===== src/rtl/ddr_cmd_dly_pkg.sv =====
// rtl/ddr_cmd_dly_pkg.sv - shared state encoding and direction constants for the DDR command delay controller
package ddr_cmd_dly_pkg;

  typedef enum logic [2:0] {
    IDLE,
    LOAD,
    CMP,
    MOVE,
    SETTLE,
    FIN
  } state_t;

  localparam logic DIR_INC = 1'b1;
  localparam logic DIR_DEC = 1'b0;

endpackage


===== src/rtl/ddr_cmd_dly_settle_cnt.sv =====
// rtl/ddr_cmd_dly_settle_cnt.sv - loadable down-counter with zero flag timing the delay-line settle window
module ddr_cmd_dly_settle_cnt #(
  parameter int W = 2
) (
  input  logic         clk,
  input  logic         rst,
  input  logic         load,
  input  logic [W-1:0] load_val,
  input  logic         dec,
  output logic         zero
);

  logic [W-1:0] cnt;

  always_ff @(posedge clk) begin
    if (rst) begin
      cnt <= '0;
    end else if (load) begin
      cnt <= load_val;
    end else if (dec && (cnt != '0)) begin
      cnt <= cnt - W'(1);
    end
  end

  assign zero = (cnt == '0);

endmodule


===== src/rtl/ddr_cmd_dly_ctrl.sv =====
// rtl/ddr_cmd_dly_ctrl.sv - walks one IOD output delay line to a requested tap; DDR_CMD_DLY_MOVE_CNT_EN adds MOVE_CNT
module ddr_cmd_dly_ctrl
  import ddr_cmd_dly_pkg::*;
#(
  parameter int TAP_W      = 8,
  parameter int INIT_TAP   = 1,
  parameter int MAX_TAP    = 255,
  parameter int SETTLE_CYC = 4
) (
  input  logic             FAB_CLK,
  input  logic             TX_SYNC_RST,
  input  logic             REQ_VALID,
  output logic             REQ_READY,
  input  logic [TAP_W-1:0] REQ_TAP,
  input  logic             REQ_RELOAD,
  output logic             DONE,
  output logic             ERR,
  output logic [TAP_W-1:0] CUR_TAP,
  output logic             DELAY_LINE_LOAD_0,
  output logic             DELAY_LINE_MOVE_0,
  output logic             DELAY_LINE_DIRECTION_0,
`ifdef DDR_CMD_DLY_MOVE_CNT_EN
  output logic [15:0]      MOVE_CNT,
`endif
  input  logic             DELAY_LINE_OUT_OF_RANGE_0
);

  localparam int CNT_W = (SETTLE_CYC < 2) ? 1 : $clog2(SETTLE_CYC);
  localparam logic [CNT_W-1:0] SETTLE_LD = CNT_W'(SETTLE_CYC - 1);
  localparam logic [TAP_W:0]   MAX_EXT   = (TAP_W + 1)'(MAX_TAP);
  localparam logic [TAP_W-1:0] MAX_T     = TAP_W'(MAX_TAP);
  localparam logic [TAP_W-1:0] INIT_T    = TAP_W'(INIT_TAP);

  state_t           state;
  logic [TAP_W-1:0] target;
  logic             after_move;
  logic             oor_seen;
  logic             settle_zero;
  logic             over_max;

  // Extra bit keeps the clamp compare meaningful when MAX_TAP is the full TAP_W range.
  assign over_max  = ({1'b0, REQ_TAP} > MAX_EXT);
  assign REQ_READY = (state == IDLE);

  ddr_cmd_dly_settle_cnt #(.W(CNT_W)) u_settle_cnt (
    .clk      (FAB_CLK),
    .rst      (TX_SYNC_RST),
    .load     ((state == LOAD) || (state == MOVE)),
    .load_val (SETTLE_LD),
    .dec      (state == SETTLE),
    .zero     (settle_zero)
  );

  always_ff @(posedge FAB_CLK) begin
    if (TX_SYNC_RST) begin
      state                  <= IDLE;
      CUR_TAP                <= INIT_T;
      target                 <= INIT_T;
      ERR                    <= 1'b0;
      DONE                   <= 1'b0;
      DELAY_LINE_LOAD_0      <= 1'b0;
      DELAY_LINE_MOVE_0      <= 1'b0;
      DELAY_LINE_DIRECTION_0 <= 1'b0;
      after_move             <= 1'b0;
      oor_seen               <= 1'b0;
    end else begin
      DONE              <= 1'b0;
      DELAY_LINE_LOAD_0 <= 1'b0;
      DELAY_LINE_MOVE_0 <= 1'b0;
      case (state)
        IDLE: begin
          if (REQ_VALID) begin
            ERR    <= over_max;
            target <= over_max ? MAX_T : REQ_TAP;
            if (REQ_RELOAD) begin
              state             <= LOAD;
              DELAY_LINE_LOAD_0 <= 1'b1;
            end else begin
              state <= CMP;
            end
          end
        end
        LOAD: begin
          CUR_TAP    <= INIT_T;
          after_move <= 1'b0;
          state      <= SETTLE;
        end
        CMP: begin
          if (target == CUR_TAP) begin
            state <= FIN;
            DONE  <= 1'b1;
          end else begin
            DELAY_LINE_DIRECTION_0 <= (target > CUR_TAP) ? DIR_INC : DIR_DEC;
            DELAY_LINE_MOVE_0      <= 1'b1;
            state                  <= MOVE;
          end
        end
        MOVE: begin
          after_move <= 1'b1;
          oor_seen   <= 1'b0;
          state      <= SETTLE;
        end
        SETTLE: begin
          if (DELAY_LINE_OUT_OF_RANGE_0) oor_seen <= 1'b1;
          if (settle_zero) begin
            // An out-of-range flag means the IOD refused the step, so the tap is left as it was.
            if (after_move && (oor_seen || DELAY_LINE_OUT_OF_RANGE_0)) begin
              ERR   <= 1'b1;
              DONE  <= 1'b1;
              state <= FIN;
            end else begin
              if (after_move) begin
                CUR_TAP <= (DELAY_LINE_DIRECTION_0 == DIR_INC) ? CUR_TAP + TAP_W'(1)
                                                               : CUR_TAP - TAP_W'(1);
              end
              state <= CMP;
            end
          end
        end
        FIN:     state <= IDLE;
        default: state <= IDLE;
      endcase
    end
  end

`ifdef DDR_CMD_DLY_MOVE_CNT_EN
  always_ff @(posedge FAB_CLK) begin
    if (TX_SYNC_RST) begin
      MOVE_CNT <= 16'h0000;
    end else if (DELAY_LINE_MOVE_0 && (MOVE_CNT != 16'hFFFF)) begin
      MOVE_CNT <= MOVE_CNT + 16'h0001;
    end
  end
`endif

endmodule


===== config.mk =====
export PLATFORM = sky130hd
export DESIGN_NAME = ddr_cmd_dly_ctrl
export DESIGN_NICKNAME = d
export VERILOG_FILES = /design/src/rtl/ddr_cmd_dly_pkg.sv /design/src/rtl/ddr_cmd_dly_settle_cnt.sv /design/src/rtl/ddr_cmd_dly_ctrl.sv
export SDC_FILE = /design/constraint.sdc
export NUM_CORES = 1
export LEC_CHECK = 0
export CAP_MARGIN = 20
export CORE_MARGIN = 3
export CORE_UTILIZATION = 35
export DETAILED_ROUTE_END_ITERATION = 10
export GPL_ROUTABILITY_DRIVEN = 0
export HOLD_SLACK_MARGIN = 0.03
export PLACE_DENSITY = 0.55
export SYNTH_ARGS = -nofsm -noshare
export SYNTH_HDL_FRONTEND = slang
export SYNTH_HIERARCHICAL = 1
export SYNTH_SLANG_ARGS = --single-unit
export TNS_END_PERCENT = 20

===== constraint.sdc =====
create_clock -name FAB_CLK -period 2.5 [get_ports FAB_CLK]
set_input_delay 0.25 -clock FAB_CLK [delete_from_list [all_inputs] [get_ports FAB_CLK]]
set_output_delay 0.25 -clock FAB_CLK [all_outputs]
set_load 0.02 [all_outputs]

==> qor.log <==
INFO  run_status     outcome=finished, final reports clean
INFO  place          placement.io_buffers=26
INFO  synth          yosysSeqAreaShare=0.344
INFO  place          placed_area=1950um2
INFO  global_routing grt_pass1_wl=6470um
INFO  synth          ys.warnings.count=6
INFO  sta            finalSetupViolations=0
INFO  synth          compound_gate_portion_of_the_synthesized_area=0.229
INFO  synth          synth_top_cell_by_area=dfxtp_1
INFO  sta            worst_clock_skew=0.00808ns
INFO  synth          async_flop_share=0
INFO  power          clock_power_frac=0.241
INFO  clocking       cts_buffers=3
INFO  place          place_inst=269
INFO  die            die_y=74.3um
INFO  synth          synth_top_family_by_area=compound AO/OA/AOI/OAI gates
INFO  power          sequentialPowerShare=0.371
INFO  clocking       postCtsHoldBufs=0
INFO  detailed_routing dr_total_vias=1472
INFO  synth          number_of_enable_type_register_cells_in_the_synthesized_netlist=0
INFO  detailed_routing drc=0
INFO  global_routing grt_use_met3=0.0297
INFO  power          cellInternalPower=0.976mW
INFO  sta            final.setup.tns=0ns
INFO  synth          synthMuxAreaShare=0.00614
INFO  detailed_routing antenna_left=0
INFO  clocking       clock_latency=0.28ns
INFO  synth          postSynthCellCount=194
INFO  die            floorplan_row_count=24
INFO  setup_path     cp.required=2.71ns
INFO  synth          synth-simple-area-share=0.223
INFO  synth          share_of_yosys_cell_area_claimed_by_the_top_area_cell_type=0.344
INFO  setup_path     crit_path_top_delay_cell=dfxtp_1
INFO  clocking       clock_sinks=28
INFO  die            start_util=0.369
INFO  power          p_comb_frac=0.389
INFO  place          post-dp-hpwl=2920um
INFO  setup_path     timing.critical_path.arrival=2.48ns
INFO  detailed_routing drt-wirelength-per-cell=14.1um
INFO  layout         fin_cells=273
INFO  layout         diodes=0
INFO  power          power.static_leakage=0.757nW
INFO  die            die_w=74.3um
INFO  layout         synthToLayoutAreaGrowth=23.7%
INFO  detailed_routing routed_wirelength=3860um
INFO  setup_path     critical_path.cell_chain=inv_1, ha_1, a211oi_1, o21ai_1, o31a_1, a211o_1, a31oi_1
INFO  power          pwr_density_cell=741nW/um2
INFO  sta            max_freq=441MHz
INFO  synth          synth_fa_ha_area_frac=0.127
INFO  clocking       clkSlewWorstSetupHoldPaths=0.10ns
INFO  layout         commonest_cells_after_routing_fill_and_taps_aside=dfxtp_1 (28), clkdlybuf4s50_1 (26), a21oi_1 (22)
INFO  synth          syn_area_per_cell=8.40um2
INFO  synth          synth_top_cells_by_area=dfxtp_1 (34%), ha_1 (12%), a21oi_1 (6.8%)
INFO  clocking       cts_setup_buffers=0
INFO  die            core_area=4410um2
INFO  global_routing globalRouteMet2Util=0.253
INFO  die            die_area=5510um2
INFO  clocking       post_cts_resized=0
INFO  clocking       tritoncts=built
INFO  detailed_routing detailedRoute.firstPassIterationCount=4
INFO  setup_path     cpLargestDelayFamily=compound AO/OA/AOI/OAI gates
INFO  die            design.portCount=27
INFO  global_routing antenna_found_initial=0
INFO  sta            finalCritPeriodShare=0.908
INFO  global_routing grt_use_total=0.146
INFO  power          ir_worst_vdd=0.271mV
INFO  setup_path     timing.critical_path.to_type=flip-flop
INFO  synth          post_synth_xor_area_fraction=0.0161
INFO  sta            timing.final.crit_period=2.27ns
INFO  worst_hold_path holdCritPathClass=reg2reg
INFO  sta            grt_setup_unrepaired=no
INFO  global_routing vias_in_the_first_global_route=1390
INFO  sta            report.final.slew_viol_count=0
INFO  layout         drive_above_1_share=0.0679
INFO  power          sw_frac_of_total=0.347
INFO  clocking       clockBufferDepth=2
INFO  setup_path     criticalPathCategory=reg2reg
INFO  detailed_routing detail_route.iter0.violations=69
INFO  setup_path     critical_path.startpoint_type=flip-flop
INFO  power          p_switching=0.518mW
INFO  global_routing grt-ovfl-total=0
INFO  synth          synth_cell_types=48
INFO  setup_path     timing.critical_path.fanout_max=7
INFO  global_routing globalRouteMet1Util=0.188
INFO  setup_path     slowest_delay=0.48ns
INFO  layout         layout.cells.most_common=dfxtp_1
INFO  layout         final_design_area_no_fill=2020um2
INFO  layout         layout.nets=251
INFO  sta            hold_violation_count_in_the_final_report=0
INFO  global_routing grt_max_degree=17
INFO  global_routing top_usage_layer=met2
INFO  detailed_routing detail_route.vias_per_cell=5.39
INFO  setup_path     crit_buf_inv=1
INFO  synth          synth.cell_area=1630um2
INFO  run            drv.max_cap_violation_count=0
INFO  synth          ys.flop_type=dfxtp_1
INFO  clocking       count_of_h_tree_levels_built_during_cts=1
INFO  clocking       cts_root_buf=clkbuf_8
INFO  synth          synth_register_bits=28
flip-flops by register name, summed over array words and instances, names as in the netlist:
signal,count
oor_seen,1
CUR_TAP,8
state,3
DELAY_LINE_DIRECTION_0,1
DELAY_LINE_LOAD_0,1
target,8
DELAY_LINE_MOVE_0,1
after_move,1
ERR,1
u_settle_cnt/cnt,2
DONE,1
Yosys cell counts, types with 2 or more instances:
| library cell | number |
|---|---|
| xnor2_1 | 2 |
| nand2_1 | 21 |
| nor4_1 | 2 |
| ha_1 | 15 |
| or3_1 | 2 |
| inv_1 | 14 |
| nand2b_1 | 3 |
| clkbuf_1 | 3 |
| a211oi_1 | 4 |
| dfxtp_1 | 28 |
| nor2b_1 | 3 |
| nand3b_1 | 2 |
| or2_1 | 2 |
| nor2_1 | 17 |
| a21oi_1 | 22 |
| nand4_1 | 4 |
| a211o_1 | 3 |
| nor3_1 | 3 |
| o211ai_1 | 2 |
| a21o_1 | 5 |
| a2bb2oi_1 | 2 |
| o21ai_0 | 5 |
| o21a_1 | 2 |
| o31a_1 | 2 |
| buf_2 | 2 |
| a31oi_1 | 2 |
through the flow:
step	util	worst slack [ns]	power (mW)	hold WS, ns
floorplan	-	0.346	0.992	0.315
global placement	0.441	0.409	1.12	0.446
detailed placement	0.441	0.267	1.14	0.453
CTS	0.457	0.240	1.50	0.468
global route	0.457	0.134	1.59	0.490
finish	0.457	0.231	1.49	0.466
cell type report:
cell class              instances  area (um2)
fillers                       420        2400
repair buffers                 28         275
flip-flops and latches         28         561
inverters                      15        57.6
multi-input cells             146         987
well taps                      52        65.1
clock buffers                   3        41.3
clock inverters                 1        30.0
tightest hold or removal path, delay by kind of cell, from the launching register on:
kind            cells  cell delay [ns]
simple gates        1             0.05
flops               1             0.32
compound gates      1             0.05
layer usage:
metal	share of wire	routed length, um
met1	0.47	1810
met2	0.48	1860
met3	0.042	162
met4	0.0052	20
met5	0	0
power by group through the flow:
| stage | registers (mW) | clock network [mW] | logic [mW] |
|---|---|---|---|
| after floorplan | 0.551 | 0 | 0.441 |
| after global placement | 0.561 | 0 | 0.555 |
| after detailed placement | 0.565 | 0 | 0.572 |
| after CTS | 0.554 | 0.367 | 0.579 |
| after global routing | 0.563 | 0.386 | 0.641 |
| final | 0.554 | 0.359 | 0.580 |
path summary, 6_finish.rpt:
check,slack (ns),depth (start not counted),endpoint,start
max,0.23,7,CUR_TAP[7],DELAY_LINE_DIRECTION_0
min reg2reg,0.47,2,ERR,ERR
max reg2reg,0.23,7,CUR_TAP[7],DELAY_LINE_DIRECTION_0
min,0.47,2,ERR,ERR
logic make-up (layout without fill, tap and decap cells):
family | count (synthesis) | count (layout)
simple gates | 68 | 68
compound gates | 56 | 56
flops | 28 | 28
buf+inv | 21 | 47
fa+ha+maj | 16 | 16
xor+xnor | 3 | 3
other cells | 1 | 2
mux | 1 | 1
Note: power is estimated with default switching activity, not from simulation.
